**src/rtl/kgp_hazard_pkg.sv**
```systemverilog
// Shared types and constants for the KGP hazard/stall controller.
// The control word bundles every stage-register enable/bubble so the
// FSM can assign a whole pipeline action in one statement.
package kgp_hazard_pkg;

  typedef enum logic {
    RUN      = 1'b0,
    MEM_WAIT = 1'b1
  } state_e;

  localparam int unsigned REG_IDX_W  = 5;
  localparam logic [REG_IDX_W-1:0] ZERO_REG = 5'd0;
  localparam int unsigned WAIT_CNT_W = 8;

  typedef struct packed {
    logic pc_write;
    logic if_id_write;
    logic if_id_flush;
    logic id_ex_bubble;
    logic ex_mem_write;
    logic mem_wb_bubble;
  } ctrl_t;

  // Everything held, nothing bubbled: the word driven while in reset.
  localparam ctrl_t CTRL_NOP    = 6'b000000;
  // Whole pipe frozen behind a pending data access; MEM/WB gets a NOP.
  localparam ctrl_t CTRL_FREEZE = 6'b000001;
  localparam ctrl_t CTRL_ADV    = 6'b110010;
  // IF/ID is written with a NOP, hence write enable stays high with flush.
  localparam ctrl_t CTRL_BRANCH = 6'b111110;
  localparam ctrl_t CTRL_LDUSE  = 6'b000110;

  // Pipeline action when no memory stall is pending. A taken branch wins
  // over load-use because the dependent instruction is on the wrong path.
  function automatic ctrl_t run_ctrl(input logic branch_taken, input logic load_use);
    ctrl_t c;
    if (branch_taken)  c = CTRL_BRANCH;
    else if (load_use) c = CTRL_LDUSE;
    else               c = CTRL_ADV;
    return c;
  endfunction

endpackage

```
**src/rtl/mem_wait_timer.sv**
```systemverilog
// Saturating wait-cycle counter for a pending data-memory access.
// start loads 1 (the first stalled cycle), clear returns to 0, inc counts
// up and sticks at all-ones. expired_o flags the abort threshold.
module mem_wait_timer #(
  parameter int unsigned MEM_TIMEOUT = 15,
  parameter int unsigned CNT_W       = 8
) (
  input  logic clk,
  input  logic rst_n,
  input  logic start_i,
  input  logic clear_i,
  input  logic inc_i,
  output logic expired_o
);

  logic [CNT_W-1:0] cnt_q, cnt_d;

  // Next count: clear has priority, then start, then saturating increment.
  always_comb begin
    cnt_d = cnt_q;
    if (clear_i)                          cnt_d = '0;
    else if (start_i)                     cnt_d = CNT_W'(1);
    else if (inc_i && (cnt_q != '1))      cnt_d = cnt_q + CNT_W'(1);
  end

  // Count register.
  always_ff @(posedge clk or negedge rst_n) begin
    if (!rst_n) cnt_q <= '0;
    else        cnt_q <= cnt_d;
  end

  assign expired_o = (cnt_q == CNT_W'(MEM_TIMEOUT));

endmodule

```
**src/rtl/hazard_stall_ctrl.sv**
```systemverilog
// Pipeline hazard/stall sequencer for the 5-stage KGP core.
// Optional performance counters (stall_cnt, flush_cnt) exist only when
// HAZARD_PERF_CNT_EN is defined.
//
//   state    | meaning
//   ---------+---------------------------------------------------------
//   RUN      | pipe flowing; branch/load-use/mem stall decoded each cycle
//   MEM_WAIT | pipe frozen while the data access in MEM is outstanding
module hazard_stall_ctrl
  import kgp_hazard_pkg::*;
#(
  parameter int unsigned MEM_TIMEOUT = 15,
  parameter int unsigned CNT_W       = 16
) (
  input  logic                 clk,
  input  logic                 rst_n,
  input  logic [REG_IDX_W-1:0] id_rs,
  input  logic [REG_IDX_W-1:0] id_rt,
  input  logic                 id_uses_rt,
  input  logic                 id_ex_memread,
  input  logic [REG_IDX_W-1:0] id_ex_rd,
  input  logic                 ex_branch_taken,
  input  logic                 ex_mem_memreq,
  input  logic                 mem_ready,
  output logic                 pc_write,
  output logic                 if_id_write,
  output logic                 if_id_flush,
  output logic                 id_ex_bubble,
  output logic                 ex_mem_write,
  output logic                 mem_wb_bubble,
  output logic                 mem_err
`ifdef HAZARD_PERF_CNT_EN
  ,
  output logic [CNT_W-1:0]     stall_cnt,
  output logic [CNT_W-1:0]     flush_cnt
`endif
);

  if (MEM_TIMEOUT < 1 || MEM_TIMEOUT > 255) begin : g_bad_timeout
    $error("MEM_TIMEOUT must be within 1..255");
  end
  if (CNT_W < 1) begin : g_bad_cnt_w
    $error("CNT_W must be at least 1");
  end

  state_e state_q, state_d;
  logic   mem_err_q, mem_err_d;
  ctrl_t  ctrl;
  logic   load_use, mem_stall;
  logic   tmr_start, tmr_clear, tmr_inc, tmr_expired;

  assign load_use  = id_ex_memread && (id_ex_rd != ZERO_REG) &&
                     ((id_ex_rd == id_rs) || (id_uses_rt && (id_ex_rd == id_rt)));
  // A ready strobe with no request in MEM is meaningless and drops out here.
  assign mem_stall = ex_mem_memreq && !mem_ready;

  mem_wait_timer #(
    .MEM_TIMEOUT (MEM_TIMEOUT),
    .CNT_W       (WAIT_CNT_W)
  ) u_timer (
    .clk       (clk),
    .rst_n     (rst_n),
    .start_i   (tmr_start),
    .clear_i   (tmr_clear),
    .inc_i     (tmr_inc),
    .expired_o (tmr_expired)
  );

  // Decode the pipeline action and next state from state plus hazards.
  // Branch/load-use seen while frozen are still present on release, since
  // the frozen stage registers keep presenting them.
  always_comb begin
    ctrl      = CTRL_NOP;
    state_d   = state_q;
    mem_err_d = mem_err_q;
    tmr_start = 1'b0;
    tmr_clear = 1'b0;
    tmr_inc   = 1'b0;
    unique case (state_q)
      RUN: begin
        if (mem_stall) begin
          ctrl      = CTRL_FREEZE;
          state_d   = MEM_WAIT;
          tmr_start = 1'b1;
        end else begin
          ctrl = run_ctrl(ex_branch_taken, load_use);
        end
      end
      MEM_WAIT: begin
        if (!mem_stall) begin
          ctrl      = run_ctrl(ex_branch_taken, load_use);
          state_d   = RUN;
          tmr_clear = 1'b1;
        end else if (tmr_expired) begin
          // Abort: treat the access as done, advance, and bubble MEM/WB.
          ctrl               = run_ctrl(ex_branch_taken, load_use);
          ctrl.mem_wb_bubble = 1'b1;
          mem_err_d          = 1'b1;
          state_d            = RUN;
          tmr_clear          = 1'b1;
        end else begin
          ctrl    = CTRL_FREEZE;
          tmr_inc = 1'b1;
        end
      end
      default: begin
        ctrl      = CTRL_NOP;
        state_d   = RUN;
        tmr_clear = 1'b1;
      end
    endcase
    // Outputs must drop the moment reset asserts, not at the next edge.
    if (!rst_n) ctrl = CTRL_NOP;
  end

  // State and sticky error flag.
  always_ff @(posedge clk or negedge rst_n) begin
    if (!rst_n) begin
      state_q   <= RUN;
      mem_err_q <= 1'b0;
    end else begin
      state_q   <= state_d;
      mem_err_q <= mem_err_d;
    end
  end

  assign pc_write      = ctrl.pc_write;
  assign if_id_write   = ctrl.if_id_write;
  assign if_id_flush   = ctrl.if_id_flush;
  assign id_ex_bubble  = ctrl.id_ex_bubble;
  assign ex_mem_write  = ctrl.ex_mem_write;
  assign mem_wb_bubble = ctrl.mem_wb_bubble;
  assign mem_err       = mem_err_q;

`ifdef HAZARD_PERF_CNT_EN
  logic [CNT_W-1:0] stall_cnt_q, flush_cnt_q;

  // Saturating event counters for stalled-PC and flush cycles.
  always_ff @(posedge clk or negedge rst_n) begin
    if (!rst_n) begin
      stall_cnt_q <= '0;
      flush_cnt_q <= '0;
    end else begin
      if (!ctrl.pc_write && (stall_cnt_q != '1))   stall_cnt_q <= stall_cnt_q + CNT_W'(1);
      if (ctrl.if_id_flush && (flush_cnt_q != '1)) flush_cnt_q <= flush_cnt_q + CNT_W'(1);
    end
  end

  assign stall_cnt = stall_cnt_q;
  assign flush_cnt = flush_cnt_q;
`else
  // No performance counters in this build.
`endif

endmodule
```
**config.mk**
```make
export PLATFORM = sky130hd
export DESIGN_NAME = hazard_stall_ctrl
export DESIGN_NICKNAME = d
export VERILOG_FILES = /design/src/rtl/kgp_hazard_pkg.sv /design/src/rtl/mem_wait_timer.sv /design/src/rtl/hazard_stall_ctrl.sv
export SDC_FILE = /design/constraint.sdc
export NUM_CORES = 1
export LEC_CHECK = 0
export BUFFER_PORTS_ARGS = -buffer_cell sky130_fd_sc_hd__buf_2
export CAP_MARGIN = 5
export CORE_MARGIN = 2
export CORE_UTILIZATION = 47
export CTS_CLUSTER_DIAMETER = 100
export DETAILED_ROUTE_END_ITERATION = 8
export GPL_TIMING_DRIVEN = 0
export PLACE_DENSITY = 0.77
export SLEW_MARGIN = 0
export SYNTH_ARGS = -nofsm -noshare
export SYNTH_HDL_FRONTEND = slang
export SYNTH_HIERARCHICAL = 1
export SYNTH_SLANG_ARGS = --single-unit
```
**constraint.sdc**
```tcl
create_clock -name clk -period 2.75 [get_ports clk]
set_input_delay 0.1375 -clock clk [delete_from_list [all_inputs] [get_ports clk]]
set_output_delay 0.1375 -clock clk [all_outputs]
set_load 0.005 [all_outputs]
```
==> flow_summary.toml <==
[die]
dieArea_um2 = 1990
ios = 29
initial_core_util_pct = 50.8
die_w_um = 44.6
die_h_um = 44.6
design.core.area_um2 = 1520
rows = 14

[synthesis]
synth_area_leaders = "dfrtp_1, xor2_1, nor4_1"
synth_top_area_share_pct = 32.3
synth_ff_type = "dfrtp_1"
yosys_register_bits = 10
netlist_area_um2 = 774
synth_commonest_cells = "dfrtp_1, xor2_1, nand2_1"
avgSynthCellArea_um2 = 9.01
synth_largest_area_cell = "dfrtp_1"
ys_seq_area_share_pct = 32.3
synth_fp_nets = 109
ys_types = 40
yosysWarnings = 6
postSynth.asyncResetShare_pct = 100
syn_inst = 86
yosysMostFrequentCell = "dfrtp_1"
synth-edff-count = 0

[cts]
cts.sinks = 10
insertion_delay_ns = 0.25
cts_root_buf = "clkbuf_4"
clockBufferDepth = 2
cts_tree = "yes"
htree_num_levels = 1
cts-buffers-inserted = 3
clkSlewWorstSetupHoldPaths_ns = 0.06

[worst_setup_path]
required_ns = 2.61
crit_fanout = 8
arrival_ns = 2.28
critical_path.startpoint = "u_timer/cnt_q[0]"
r2r-start = "u_timer/cnt_q[0]"
worstSetupPathType = "flop to primary output"
start_kind = "flop"
worst_setup_path_end_kind = "primary output"

[route]
ant_nets = 0
first_pass_iters = 4
via_per_inst = 5.93
routedWlPerCell_um = 12.7
wl_um = 1700
drtIter0Drc = 31
routed-via-count = 795
drc_errors = 0

[global_routing]
grt_overflow = 0
antenna_found_initial = 0
grt_max_degree = 13
use_met2_pct = 32.8
use_met1_pct = 27.1
met3_usage_pct = 2.45
grtUsageTotal_pct = 20.6
grt_pass1_vias = 729
grt_busiest_layer = "met2"
grt_first_pass_wirelength_um = 3050

[sta]
timing.final.crit_share_pct = 88.0
rsz0062_at_grt = "no"
fin_setup_tns_ns = 0
max_freq_mhz = 413
hold_viol_final = 0
tightest_slew_ns = 0.495
setup_viol = 0
min_period_ns = 2.42
slew-limit-headroom_pct = 66.9
finalClockSkew_ns = 0.00208
slew_viol_final = 0

[placement]
place_hpwl_um = 1320
port_buffers = 28
routabilityCongestion = 0.905

[power_and_ir_drop]
clkPwrFrac_pct = 28.4
power_density_nw_per_um2 = 330
seqPwrFrac_pct = 49.2
comb_power_share_pct = 22.4
p_switching_uw = 83.1
total_power_uw = 322
leakagePower_nw = 0.450
swShare_pct = 25.8
ir_drop_mv = 0.192
internal_power_uw = 239

[layout]
drive_above_1_share_pct = 32.2
antenna_cells = 0
layout.nets = 143
area_growth_pct = 25.7
fillCellCount = 126

[job]
drv_cap = 0

[hold_path]
hold_class = "input pin to flop"
hold_start = "ex_mem_memreq"

[status]
outcome = "completed"
==> through the flow <==
step	hold WS [ns]	setup slack, ns	utilization [%]	instance area [um^2]	cells
2_1_floorplan	-0.158	0.759	-	774	86
3_3_place_gp	0.0164	0.540	61.3	935	130
3_5_place_dp	0.0142	0.490	61.3	935	130
4_1_cts	0.212	0.191	63.5	967	134
5_1_grt	0.235	0.0577	63.9	973	134
6_report	0.220	0.330	63.9	973	134
==> power groups by stage <==
| stage | logic (mW) | clock network (mW) | registers (mW) |
|---|---|---|---|
| 2_1_floorplan | 0.0384 | 0 | 0.160 |
| 4_1_cts | 0.0733 | 0.0949 | 0.158 |
| 3_3_place_gp | 0.0703 | 0 | 0.160 |
| 3_5_place_dp | 0.0719 | 0 | 0.161 |
| 5_1_grt | 0.0812 | 0.103 | 0.160 |
| 6_report | 0.0721 | 0.0914 | 0.158 |
==> logic make-up after synthesis <==
| logic type | count (synthesis) | synth area share (%) |
|---|---|---|
| xor+xnor | 10 | 11.3 |
| buf+inv | 3 | 3.39 |
| mux | 2 | 2.58 |
| fa+ha+maj | 1 | 1.62 |
| simple gates | 37 | 28.1 |
| compound gates | 23 | 20.7 |
| flops | 10 | 32.3 |
==> per-layer routing <==
metal,share of wire [%],wire length (um),up-vias
met4,1.1,19,0
li1,-,-,403
met5,0,0,-
met3,6.8,116,2
met1,45,771,352
met2,47,790,38
==> cell type report <==
| cell class | count | area [um^2] | area share, % |
|---|---|---|---|
| Multi-Input combinational cell | 73 | 504 | 51.8 |
| Sequential cell | 10 | 250 | 25.7 |
| Timing Repair Buffer | 29 | 150 | 15.4 |
| Buffer | 3 | 26.3 | 2.70 |
| Clock buffer | 3 | 22.5 | 2.31 |
| Tap cell | 16 | 20.0 | 2.06 |
==> placed cells by master, fill, tap and decap left out, types with 2 or more instances in the layout <==
cell	n
a21oi_1	4
and2_1	2
dfrtp_1	10
o21bai_1	2
o21ai_0	2
nand2_1	6
nor4_2	2
nand3_1	4
buf_4	2
o211ai_1	2
buf_2	28
nor4_1	3
nor2_1	5
clkbuf_4	3
a31oi_1	3
mux2i_1	2
xor2_1	9
nor3_1	3
and4_1	2
==> worst max-delay path, cell delays in order (launching register included) <==
cell      delay (ns)
dfrtp_1         0.42
ha_1            0.33
nand4b_1        0.15
nor4_2          0.34
nand2_1         0.12
a21boi_1        0.27
and2_1          0.18
o21bai_1        0.10
buf_2           0.12
==> timing repair <==
| action | in CTS | in global routing |
|---|---|---|
| hold buffers | 1 | 0 |
| endpoints found under the hold margin | 10 | 0 |
| endpoints found under the setup margin | 0 | 4 |
| gates resized for setup | 0 | 1 |
| setup buffers | 0 | 0 |
==> worst paths after layout <==
kind / endpoint / slack, ns / cells after the start
min in group asynchronous: u_timer/cnt_q[6] / 0.28 / 2
worst min register to register: mem_err / 0.48 / 1
worst min-delay path: state_q / 0.22 / 3
worst max register to register: u_timer/cnt_q[5] / 0.57 / 8
worst max-delay path: id_ex_bubble / 0.33 / 8
max in group asynchronous: u_timer/cnt_q[5] / 2.28 / 2
==> state kept, by name (all words and copies together), names as in the netlist <==
register	count
state_q	1
mem_err	1
u_timer/cnt_q	8
No activity file was read; power rests on OpenSTA's default activity.
